[config.mk]
export PLATFORM = sky130hd
export DESIGN_NAME = mux_scanner
export DESIGN_NICKNAME = d
export VERILOG_FILES = /design/src/rtl/mux_scanner.sv
export SDC_FILE = /design/constraint.sdc
export NUM_CORES = 1
export LEC_CHECK = 0
export BUFFER_PORTS_ARGS = -buffer_cell sky130_fd_sc_hd__buf_2
export CAP_MARGIN = 30
export CORE_UTILIZATION = 35
export CTS_CLUSTER_DIAMETER = 100
export DETAILED_ROUTE_END_ITERATION = 7
export PLACE_DENSITY_LB_ADDON = 0.2
export SLEW_MARGIN = 15
export SYNTH_ARGS = -nofsm -noshare
export SYNTH_HDL_FRONTEND = slang
export SYNTH_SLANG_ARGS = --single-unit
[constraint.sdc]
create_clock -name clk -period 2 [get_ports clk]
set_input_delay 0.5 -clock clk [delete_from_list [all_inputs] [get_ports clk]]
set_output_delay 0.5 -clock clk [all_outputs]
set_load 0.01 [all_outputs]
[src/rtl/mux_scanner.sv]
// Scans an external 8:1 mux one channel at a time, waiting a fixed number of
// settle cycles before each sample, and presents the assembled byte with a valid/ready handshake.
module mux_scanner #(
  parameter int SETTLE_CYCLES = 1
) (
  input  logic       clk,
  input  logic       rst_n,
  input  logic       start,
  input  logic       mux_dout,
  output logic [2:0] mux_sel,
  output logic       busy,
  output logic [7:0] data_out,
  output logic       data_valid,
  input  logic       data_ready
);

  typedef enum logic [1:0] {
    IDLE   = 2'd0,
    SETTLE = 2'd1,
    SAMPLE = 2'd2,
    HOLD   = 2'd3
  } state_t;

  localparam logic [3:0] SETTLE_LOAD = 4'(SETTLE_CYCLES);

  state_t     state, state_nxt;
  logic [3:0] cnt, cnt_nxt;
  logic [2:0] mux_sel_nxt;
  logic [7:0] shadow, shadow_nxt;
  logic [7:0] data_out_nxt;
  logic       data_valid_nxt;
  logic       busy_nxt;

  always_comb begin
    // NOTE: every signal gets a default before the case so no path leaves one
    // unassigned; that is what keeps this process free of inferred latches.
    state_nxt      = state;
    cnt_nxt        = cnt;
    mux_sel_nxt    = mux_sel;
    shadow_nxt     = shadow;
    data_out_nxt   = data_out;
    data_valid_nxt = data_valid;

    case (state)
      IDLE: begin
        mux_sel_nxt = 3'd0;
        if (start) begin
          cnt_nxt    = SETTLE_LOAD;
          shadow_nxt = 8'h00;
          state_nxt  = SETTLE;
        end
      end

      SETTLE: begin
        // Leaving on the edge that sees 1 makes SETTLE last exactly SETTLE_CYCLES.
        cnt_nxt = cnt - 4'd1;
        if (cnt <= 4'd1) begin
          state_nxt = SAMPLE;
        end
      end

      SAMPLE: begin
        shadow_nxt[mux_sel] = mux_dout;
        if (mux_sel == 3'd7) begin
          // Bit 7 is taken straight from the mux; the shadow copy is not yet updated.
          data_out_nxt   = {mux_dout, shadow[6:0]};
          data_valid_nxt = 1'b1;
          mux_sel_nxt    = 3'd0;
          state_nxt      = HOLD;
        end else begin
          mux_sel_nxt = mux_sel + 3'd1;
          cnt_nxt     = SETTLE_LOAD;
          state_nxt   = SETTLE;
        end
      end

      HOLD: begin
        if (data_valid && data_ready) begin
          data_valid_nxt = 1'b0;
          state_nxt      = IDLE;
        end
      end

      default: begin
        state_nxt = IDLE;
      end
    endcase

    busy_nxt = (state_nxt == SETTLE) || (state_nxt == SAMPLE);
  end

  always_ff @(posedge clk) begin
    // NOTE: the reset also clears the shadow word; it is a plain register,
    // and a cleared value keeps a discarded partial scan from leaking out.
    if (!rst_n) begin
      state      <= IDLE;
      cnt        <= 4'd0;
      mux_sel    <= 3'd0;
      shadow     <= 8'h00;
      data_out   <= 8'h00;
      data_valid <= 1'b0;
      busy       <= 1'b0;
    end else begin
      // NOTE: non-blocking updates so every register samples pre-edge values.
      state      <= state_nxt;
      cnt        <= cnt_nxt;
      mux_sel    <= mux_sel_nxt;
      shadow     <= shadow_nxt;
      data_out   <= data_out_nxt;
      data_valid <= data_valid_nxt;
      busy       <= busy_nxt;
    end
  end

endmodule

==> impl_summary.log, run 1 <==
[metrics] initial DRC count: 42
[metrics] effective utilization at floorplan: 0.365
[metrics] pin count of the biggest net entering global routing: 17
[metrics] Post-CTS Repair Setup Buffers: 0
[metrics] slowest stage delay, CP: roughly 0.65 ns
[metrics] cell count after synthesis: approximately 140
[metrics] initial antenna violation count: 0
[metrics] Wirelength per Cell: 12.6 µm
[metrics] unrepaired setup endpoints after global routing: false
[metrics] number of search-and-repair iterations in the first detailed-routing pass: 4
[metrics] ratio of total power to cell area: 775 nW/µm²
[metrics] synth unique cells: 38
[metrics] count of buffers inserted at the top-level ports: 17
[metrics] via total after detailed routing: 1,066
[metrics] required time worst endpoint: 2.24 ns
[metrics] weighted congestion reported at the end of routability-driven placement: 0.756
[metrics] type of element capturing the critical path: flop
[metrics] skew final: between 0.003 and 0.004 ns
[metrics] first-pass GRT wire length: 4420 µm
[metrics] floorplan die height: 61.0 µm
[metrics] area growth from synthesis to final layout: 15.8%
[metrics] shortest period the worst path allows: about 1.7 ns
[metrics] floorplan die width: slightly above 60 µm
[metrics] Worst Tran Pin Value: just under 0.7 ns
[metrics] number of diodes added for antenna fixing: 0
[metrics] GRT overflow: 0
[metrics] worst path arrival time: ~1.9 ns
[metrics] startpoint class of the critical path: flop
[metrics] number of setup violations in the final report: 0
[metrics] clock buffer count from CTS: 3
[metrics] Hold Buf Count CTS: 0
[metrics] Tot GR Track Use: 0.161
[metrics] maximum clock rate: approximately 0.6 GHz
[metrics] later-pin clock latency in the skew report: ~0.32 ns
[metrics] flip-flop cell with the highest count after synthesis: sky130_fd_sc_hd__dfxtp_1
[metrics] CP Cell Sequence: and2b_1, nand4b_1, o32ai_1
[metrics] antenna violation net count after detailed routing: 0
[metrics] final WL: between 2000 and 3000 µm
[metrics] nets in the synthesized netlist: 152
[metrics] final slew viol count: 0
[metrics] clock tree from TritonCTS: done
[metrics] number of placement rows: 21
[metrics] Resize count post-CTS: 0
[metrics] Worst slew margin: 0.537
[metrics] final cycle utilization of the critical path: 0.833
[metrics] setup TNS after final layout: 0 ns
[metrics] clock buffer depth: 2
[metrics] Total Die Area: between 3000 and 4000 µm²
[metrics] yosys warns: 0
[metrics] classification of the worst-slack hold path: primary input to flop
[metrics] clock root buffer master: sky130_fd_sc_hd__clkbuf_4
[metrics] async set-or-reset flop fraction in the synthesized netlist: 0
[metrics] clk sinks: 26
[metrics] result of the run: completed
[metrics] core footprint: 3340 µm²
[metrics] Remaining DRCs: 0
[metrics] post-route worst hold slack: approximately 0.45 ns
[metrics] clock transition at the registers of the reported paths: between 0.1 and 0.15 ns
[metrics] maximum fanout count along the critical path: 16
[metrics] NumNets Final: between 150 and 200
[metrics] number of H-tree branching levels: 1
[metrics] # Max-Cap Violations: 0
[metrics] number of buffer and inverter instances along the worst setup path: 0
[metrics] kind of critical path: flop to flop
[metrics] synthesized flop and latch total: 26
[metrics] count of flip-flops with a built-in enable after synthesis: 0
[metrics] vias in the first global route: 955
[metrics] netlist area before placement: around 1200 µm²
[metrics] Worst path slowest cell: sky130_fd_sc_hd__dfxtp_1
[metrics] largest voltage drop on the vdd net: 0.000239 V
[metrics] standby leakage power: around 0.54 nW
[metrics] family with the most delay on the worst path: flip-flops
[metrics] Final Hold Viols: 0
[metrics] synthesized area per cell: ~8.5 µm²
[metrics] share of the yosys chip area belonging to registers: 0.427
[metrics] routed vias/inst: 5.17
[metrics] proportion of layout cells with a drive suffix above 1: 0.181
[metrics] placed wire-length estimate: roughly 1800 µm
[metrics] number of I/O pins: 18
power by group:
group | switching [mW] | internal [mW]
combinational | 0.0916 | 0.0688
clock | 0.160 | 0.203
sequential | 0.0288 | 0.541
cells in the mapped netlist, drive strengths merged, types with 2 or more instances:
cell	n	share of area
inv	7	0.022
nor2	7	0.022
clkbuf	7	0.022
buf	3	0.017
nand2b	2	0.010
nand2	16	0.049
a21oi	18	0.074
a22oi	2	0.012
nand4	3	0.015
o31ai	3	0.018
ha	4	0.041
nand4b	3	0.022
or4	2	0.012
o21a	2	0.018
o32ai	4	0.029
and2	2	0.010
nand4bb	2	0.018
dfxtp	26	0.43
nor3	2	0.0082
nand3b	3	0.018
nand3	9	0.037
o21ai	2	0.0082
state kept, by name, indices dropped and copies added (netlist names):
| register | count |
|---|---|
| data_valid | 1 |
| shadow | 7 |
| busy | 1 |
| mux_sel | 3 |
| data_out | 8 |
| cnt | 4 |
| state | 2 |
placed cells by master, fill, tap and decap left out, drive strengths merged, types with 3 or more instances in the layout:
| cell type | n |
|---|---|
| a21oi | 18 |
| clkbuf | 3 |
| nor2 | 7 |
| nand4b | 3 |
| nand2 | 16 |
| buf | 23 |
| dfxtp | 26 |
| o31ai | 3 |
| nand3b | 3 |
| inv | 7 |
| nand4 | 3 |
| nand3 | 9 |
| ha | 4 |
| o32ai | 4 |
cell type report:
type                    instances  area (µm²)
well taps                      46        57.6
fillers                       347        1930
clock buffers                   3        22.5
multi-input cells              99         621
repair buffers                 23         130
clock inverters                 1        30.0
flip-flops and latches         26         520
inverters                       8        30.0
metal layers:
layer,track usage,vias to the layer above,part of all wire
li1,-,559,-
met1,0.233,472,0.50
met2,0.242,31,0.44
met3,0.0256,4,0.042
met4,0.0584,0,0.013
met5,0,-,0
cell families after synthesis:
family | count (synthesis) | synth area share
and+or+nand+nor | 59 | 0.274
AOI/OAI and AO/OA | 36 | 0.194
DFF | 26 | 0.427
buffers and inverters | 18 | 0.0637
adders and majority gates | 4 | 0.0411
path summary, 6_finish.rpt:
kind | startpoint | endpoint | slack [ns] | cells past startpoint
max | state[1]$_SDFF_PN0_ | shadow[6]$_SDFFE_PN0P_ | 0.33 | 3
max reg2reg | state[1]$_SDFF_PN0_ | shadow[6]$_SDFFE_PN0P_ | 0.33 | 3
min reg2reg | data_out[4]$_SDFFE_PN0P_ | data_out[4]$_SDFFE_PN0P_ | 0.46 | 2
min | mux_dout | shadow[3]$_SDFFE_PN0P_ | 0.45 | 3
tightest hold or removal path, cell delays in order:
cell,delay (ns)
sky130_fd_sc_hd__buf_2,0.13
sky130_fd_sc_hd__nand2_1,0.06
sky130_fd_sc_hd__o22ai_1,0.05
stage by stage:
stage	total power [mW]	util	instance area, µm²	cells	setup slack, ns
2_1_floorplan	0.699	-	1220	143	0.376
4_1_cts	1.11	0.423	1410	206	0.341
3_5_place_dp	0.740	0.407	1360	202	0.356
6_report	1.09	0.423	1410	206	0.335
5_1_grt	1.15	0.423	1410	206	0.202
3_3_place_gp	0.737	0.407	1360	202	0.398
Note: power is estimated with default switching activity, not from simulation.
==> inputs of run 2 (changes only) <==
Settings changed: ABC_AREA from default to 1.
Clock period 2 ns to 1.4 ns, I/O delays scaled along.
==> impl_summary.log, run 2 <==
[metrics] floorplan die width: 60.4 µm
[metrics] final WL: between 2000 and 3000 µm
[metrics] required time worst endpoint: 1.05 ns
[metrics] area growth from synthesis to final layout: 18.6%
[metrics] effective utilization at floorplan: 0.379
[metrics] worst flop-to-flop path startpoint: mux_sel[0]$_SDFFE_PN0P_
[metrics] antenna violation net count after detailed routing: 0
[metrics] unrepaired setup endpoints after global routing: false
[metrics] classification of the worst-slack hold path: primary input to flop
[metrics] initial DRC count: 25
[metrics] internal power summed over all cells: 1.03 mW
[metrics] Switching Power: 0.425 mW
[metrics] core footprint: around 3200 µm²
[metrics] pin count of the biggest net entering global routing: 25
[metrics] count of buffers inserted at the top-level ports: 17
[metrics] standby leakage power: 0.579 nW
[metrics] GRT overflow: 0
[metrics] initial antenna violation count: 0
[metrics] shortest period the worst path allows: roughly 1.3 ns
[metrics] endpoint of the worst-slack reg-to-reg timing path: cnt[1]$_SDFFE_PN0P_
[metrics] commonest non-fill, non-tap cells in the layout: 49 x sky130_fd_sc_hd__nand2_1, 26 x sky130_fd_sc_hd__dfxtp_1, 24 x sky130_fd_sc_hd__a21oi_1, 19 x sky130_fd_sc_hd__nand3_1, 17 x sky130_fd_sc_hd__buf_2
[metrics] final cell utilization of the core: 0.449
[metrics] later-pin clock latency in the skew report: around 0.32 ns
[metrics] async set-or-reset flop fraction in the synthesized netlist: 0
[metrics] share of the yosys chip area belonging to registers: 0.436
[metrics] most common cell after layout, fill and taps aside: sky130_fd_sc_hd__nand2_1
[metrics] nets in the synthesized netlist: between 150 and 200
[metrics] number of setup violations in the final report: 0
[metrics] count of flip-flops with a built-in enable after synthesis: 0
[metrics] met3 wire len: ~70 µm
[metrics] clock transition at the registers of the reported paths: 0.14 ns
[metrics] routed vias/inst: approximately 4.7
[metrics] netlist area before placement: roughly 1200 µm²
[metrics] dominant cell by count in the synthesized netlist: sky130_fd_sc_hd__nand2_1
[metrics] clock tree from TritonCTS: done
[metrics] Hold Buf Count CTS: 0
[metrics] weighted congestion reported at the end of routability-driven placement: roughly 0.83
[metrics] flip-flop cell with the highest count after synthesis: sky130_fd_sc_hd__dfxtp_1
[metrics] Total Die Area: approximately 3600 µm²
[metrics] maximum fanout count along the critical path: 7
[metrics] synthesized area per cell: roughly 7 µm²
[metrics] ratio of total power to cell area: 1030 nW/µm²
[metrics] most numerous cell types in the synthesized netlist: 50 x sky130_fd_sc_hd__nand2_1, 26 x sky130_fd_sc_hd__dfxtp_1, 24 x sky130_fd_sc_hd__a21oi_1
[metrics] startpoint class of the critical path: flop
[metrics] synth unique cells: 18
[metrics] clock root buffer master: sky130_fd_sc_hd__clkbuf_4
[metrics] Worst Tran Pin Value: approximately 0.37 ns
[metrics] register ranked first by flip-flop count: data_out
[metrics] yosys warns: 0
[metrics] placed wire-length estimate: a little over 2000 µm
[metrics] top flop regs: data_out (8), shadow (7), cnt (4)
[metrics] number of H-tree branching levels: 1
[metrics] Seq pwr share: 0.547
[metrics] switching portion of total power: 0.292
[metrics] endpoint with the worst hold slack: mux_sel[0]$_SDFFE_PN0P_
[metrics] final slew viol count: 0
[metrics] Post-CTS Repair Setup Buffers: 0
[metrics] maximum clock rate: 0.757 GHz
[metrics] first-pass GRT wire length: 4410 µm
[metrics] Final Hold Viols: 0
[metrics] NumNets Final: roughly 200
[metrics] register-to-register path setup slack: about 0.11 ns
[metrics] via total after detailed routing: 1,123
[metrics] Hold Path Depth: 3
[metrics] part of the power in combinational logic: 0.189
[metrics] worst path arrival time: roughly 0.97 ns
[metrics] top routing layer used: met4
[metrics] type of element capturing the critical path: primary output
[metrics] number of search-and-repair iterations in the first detailed-routing pass: 6
[metrics] # Max-Cap Violations: 0
[metrics] number of diodes added for antenna fixing: 0
[metrics] final total power: roughly 1.5 mW
[metrics] synthesized flop and latch total: 26
[metrics] kind of critical path: flop to primary output
[metrics] vias in the first global route: just over 1k
[metrics] number of I/O pins: 18
[metrics] proportion of layout cells with a drive suffix above 1: 0.197
[metrics] cell count after synthesis: about 170
[metrics] Worst slew margin: 0.755
[metrics] skew final: between 0.004 and 0.005 ns
[metrics] Remaining DRCs: 0
[metrics] Tot GR Track Use: 0.163
[metrics] clk sinks: 26
[metrics] startpoint of the most critical hold path: rst_n
[metrics] final cycle utilization of the critical path: 0.944
[metrics] number of placement rows: 20
[metrics] top-area cell type share of the netlist area: 0.436
[metrics] Resize count post-CTS: 0
[metrics] setup TNS after final layout: 0 ns
[metrics] Wirelength per Cell: between 10 and 15 µm
[metrics] Register-to-Register Path Depth: 6
[metrics] largest voltage drop on the vdd net: 0.000870 V
[metrics] metal1 wirelength: between 1000 and 1500 µm
[metrics] result of the run: completed
[metrics] flip-flop count of the largest register after layout: 8
[metrics] post-synthesis cell type with the largest combined area: sky130_fd_sc_hd__dfxtp_1
[metrics] clock buffer depth: 2
[metrics] clock buffer count from CTS: 3
[metrics] cell types with the largest area share after synthesis: sky130_fd_sc_hd__dfxtp_1 44%, sky130_fd_sc_hd__nand2_1 16%, sky130_fd_sc_hd__a21oi_1 10%
[metrics] portion of total power attributed to the clock network: 0.263
[metrics] met2 WL: roughly 1400 µm
[metrics] floorplan die height: roughly 60 µm
run 2: changes by cell type after synthesis, sizes merged, moves of 3 or more:
cell and delta:
nand2 +35, nand3b -3, nor2 +9, clkbuf -6, o32ai -4, nand4 -3, o31ai -3, nand4b -3
a21oi +6, o21ai +4, inv +7, nand3 +12
run 2: power groups by stage:
stage | Sequential [mW] | Combinational [mW] | Clock, mW
after global placement | 0.811 | 0.265 | 0
after floorplan | 0.817 | 0.188 | 0
final | 0.796 | 0.276 | 0.383
after detailed placement | 0.812 | 0.271 | 0
after CTS | 0.796 | 0.272 | 0.408
after global routing | 0.799 | 0.312 | 0.436
run 2: worst max-delay path, stage by stage, from the launching register on:
cell,delay (ns)
sky130_fd_sc_hd__dfxtp_1,0.37
sky130_fd_sc_hd__buf_4,0.15
sky130_fd_sc_hd__buf_2,0.13
run 2: layout make-up:
class                           instances  area, µm²
Clock buffer                            4       36.3
Timing Repair Buffer                   25        149
Multi-Input combinational cell        124        602
Sequential cell                        26        520
Fill cell                             352       1740
Inverter                               14       52.6
Tap cell                               44       55.1
run 2: layer usage:
metal	vias to the layer above	GRT usage
li1	595	-
met1	511	0.192
met2	15	0.301
met3	2	0.0384
met4	0	0.0299
met5	-	0
run 2: worst max path at each step:
stage	end	startpoint	cells past startpoint
after floorplan	state[1]$_SDFF_PN0_	mux_sel[0]$_SDFFE_PN0P_	7
after global placement	cnt[1]$_SDFFE_PN0P_	mux_sel[0]$_SDFFE_PN0P_	6
after detailed placement	cnt[1]$_SDFFE_PN0P_	mux_sel[0]$_SDFFE_PN0P_	6
after CTS	cnt[1]$_SDFFE_PN0P_	mux_sel[0]$_SDFFE_PN0P_	6
after global routing	mux_sel[1]	mux_sel[1]$_SDFFE_PN0P_	2
final	mux_sel[1]	mux_sel[1]$_SDFFE_PN0P_	2
run 2: metrics by stage:
stage / setup slack (ns) / std cells / hold WS, ns / instance area [µm²]
detailed placement: 0.0464 / 233 / 0.456 / 1360
floorplan: 0.0615 / 169 / 0.439 / 1190
global route: 0.00592 / 237 / 0.265 / 1420
CTS: 0.0229 / 237 / 0.258 / 1400
global placement: 0.0905 / 233 / 0.450 / 1360
finish: 0.0788 / 237 / 0.272 / 1420
run 2: cell families after synthesis:
family          share of synthesized area
fa+ha+maj                          0.0419
buf+inv                            0.0713
flops                               0.436
compound gates                      0.126
simple gates                        0.325
==> inputs of run 3 (changes only) <==
Settings changed: CORE_UTILIZATION 35 to 42.
==> impl_summary.log, run 3 (synthesis results as in run 2) <==
[metrics] register ranked first by flip-flop count: data_out
[metrics] Switching Power: around 0.43 mW
[metrics] maximum clock rate: ~0.75 GHz
[metrics] clock buffer depth: 2
[metrics] number of cells in the finished layout apart from fillers: approximately 220
[metrics] final cell utilization of the core: 0.544
[metrics] clock root buffer master: sky130_fd_sc_hd__clkbuf_4
[metrics] weighted congestion reported at the end of routability-driven placement: approximately 0.84
[metrics] Critical path origin: mux_sel[1]$_SDFFE_PN0P_
[metrics] shortest period the worst path allows: approximately 1.3 ns
[metrics] clock tree from TritonCTS: done
[metrics] Register-to-Register Path Depth: 7
[metrics] worst setup path endpoint: mux_sel[1]
[metrics] top flop regs: data_out (8), shadow (7), cnt (4)
[metrics] later-pin clock latency in the skew report: around 0.33 ns
[metrics] floorplan die height: 55.3 µm
[metrics] area growth from synthesis to final layout: 18.1%
[metrics] register-to-register path setup slack: 0.10 ns
[metrics] clock transition at the registers of the reported paths: 0.14 ns
[metrics] setup TNS after final layout: 0 ns
[metrics] Remaining DRCs: 0
[metrics] Tot GR Track Use: 0.186
[metrics] Total Die Area: approximately 3000 µm²
[metrics] required time worst endpoint: between 1 and 1.5 ns
[metrics] final cycle utilization of the critical path: 0.950
[metrics] ratio of total power to cell area: 1130 nW/µm²
[metrics] initial DRC count: 23
[metrics] largest voltage drop on the vdd net: between 0.0009 and 0.001 V
[metrics] Final Hold Viols: 0
[metrics] worst flop-to-flop path startpoint: mux_sel[0]$_SDFFE_PN0P_
[metrics] CP Cell Sequence: buf_4, buf_2
[metrics] GRT overflow: 0
[metrics] Resize count post-CTS: 0
[metrics] Hold Path Depth: 3
[metrics] number of placement rows: 18
[metrics] via total after detailed routing: roughly 1.2k
[metrics] final WL: 2660 µm
[metrics] post-route cell area: between 1000 and 1500 µm²
[metrics] antenna violation net count after detailed routing: 0
[metrics] placed wire-length estimate: 1930 µm
[metrics] Hold Buf Count CTS: 0
[metrics] kind of critical path: flop to primary output
[metrics] NumNets Final: between 200 and 250
[metrics] endpoint of the worst-slack reg-to-reg timing path: state[1]$_SDFF_PN0_
[metrics] Wirelength per Cell: about 12 µm
[metrics] Worst Tran Pin Value: ~0.31 ns
[metrics] skew final: approximately 0.0017 ns
[metrics] most common cell after layout, fill and taps aside: sky130_fd_sc_hd__nand2_1
[metrics] clock buffer count from CTS: 3
[metrics] portion of total power attributed to the clock network: 0.331
[metrics] final slew viol count: 0
[metrics] core footprint: between 2000 and 3000 µm²
[metrics] # Max-Cap Violations: 0
[metrics] number of search-and-repair iterations in the first detailed-routing pass: 4
[metrics] floorplan die width: approximately 55 µm
[metrics] first-pass GRT wire length: ~4600 µm
[metrics] internal power summed over all cells: roughly 1.2 mW
[metrics] number of diodes added for antenna fixing: 0
[metrics] Post-CTS Repair Setup Buffers: 0
[metrics] Worst path slowest cell: sky130_fd_sc_hd__dfxtp_1
[metrics] count of buffers inserted at the top-level ports: 17
[metrics] proportion of layout cells with a drive suffix above 1: 0.192
[metrics] number of I/O pins: 18
[metrics] vias in the first global route: between 1k and 1.5k
[metrics] startpoint class of the critical path: flop
[metrics] instance area at placement: 1360 µm²
[metrics] maximum fanout count along the critical path: 7
[metrics] slowest stage delay, CP: roughly 0.36 ns
[metrics] number of setup violations in the final report: 0
[metrics] Cell Count Post-Placement: around 220
[metrics] commonest non-fill, non-tap cells in the layout: 50 x sky130_fd_sc_hd__nand2_1, 25 x sky130_fd_sc_hd__dfxtp_1, 24 x sky130_fd_sc_hd__a21oi_1, 19 x sky130_fd_sc_hd__nand3_1, 17 x sky130_fd_sc_hd__buf_2
[metrics] number of H-tree branching levels: 1
[metrics] type of element capturing the critical path: primary output
[metrics] unrepaired setup endpoints after global routing: false
[metrics] flip-flop count of the largest register after layout: 8
[metrics] classification of the worst-slack hold path: primary input to flop
[metrics] part of the power in combinational logic: 0.170
[metrics] switching portion of total power: 0.271
[metrics] result of the run: completed
[metrics] clk sinks: 26
[metrics] Worst slew margin: 0.792
[metrics] effective utilization at floorplan: 0.461
[metrics] initial antenna violation count: 0
[metrics] pin count of the biggest net entering global routing: 21
[metrics] routed vias/inst: 5.20
[metrics] Seq pwr share: 0.499
[metrics] worst path arrival time: just under 1 ns
[metrics] standby leakage power: 0.609 nW
run 3: power by group through the flow:
| stage | sequential, mW | clock [mW] | combinational (mW) |
|---|---|---|---|
| 6_report | 0.798 | 0.529 | 0.272 |
| 5_1_grt | 0.802 | 0.557 | 0.317 |
| 4_1_cts | 0.797 | 0.533 | 0.272 |
| 3_5_place_dp | 0.813 | 0 | 0.271 |
| 3_3_place_gp | 0.811 | 0 | 0.264 |
| 2_1_floorplan | 0.817 | 0 | 0.188 |
run 3: worst min path at each step:
stage / startpoint / end / slack [ns]
4_1_cts: rst_n / mux_sel[0]$_SDFFE_PN0P_ / 0.26
2_1_floorplan: shadow[3]$_SDFFE_PN0P_ / shadow[3]$_SDFFE_PN0P_ / 0.44
3_5_place_dp: data_out[4]$_SDFFE_PN0P_ / data_out[4]$_SDFFE_PN0P_ / 0.46
6_report: rst_n / mux_sel[0]$_SDFFE_PN0P_ / 0.26
3_3_place_gp: data_out[2]$_SDFFE_PN0P_ / data_out[2]$_SDFFE_PN0P_ / 0.45
5_1_grt: rst_n / mux_sel[0]$_SDFFE_PN0P_ / 0.27
run 3: critical path, delay by kind of cell, from the launching register on:
| family | cells | cell delay, ns |
|---|---|---|
| flip-flops | 1 | 0.36 |
| buffers and inverters | 2 | 0.28 |
run 3: layout make-up:
cell class / instances / area [µm²]
Fill cell: 250 / 1180
Sequential cell: 26 / 522
Tap cell: 30 / 37.5
Clock inverter: 1 / 30.0
Clock buffer: 3 / 22.5
Timing Repair Buffer: 25 / 158
Inverter: 14 / 52.6
Multi-Input combinational cell: 124 / 588
run 3: per-layer routing:
metal,vias to the layer above,track usage,share of wire
li1,592,-,-
met1,529,0.278,0.51
met2,34,0.269,0.42
met3,5,0.0468,0.057
met4,0,0.0429,0.010
met5,-,0,0
run 3: per-stage QoR:
step / power, mW / hold WS (ns) / setup slack [ns]
global route: 1.68 / 0.274 / 0.000202
finish: 1.60 / 0.257 / 0.0701
floorplan: 1.01 / 0.439 / 0.0615
global placement: 1.08 / 0.448 / 0.138
detailed placement: 1.08 / 0.457 / 0.111
CTS: 1.60 / 0.257 / 0.0568
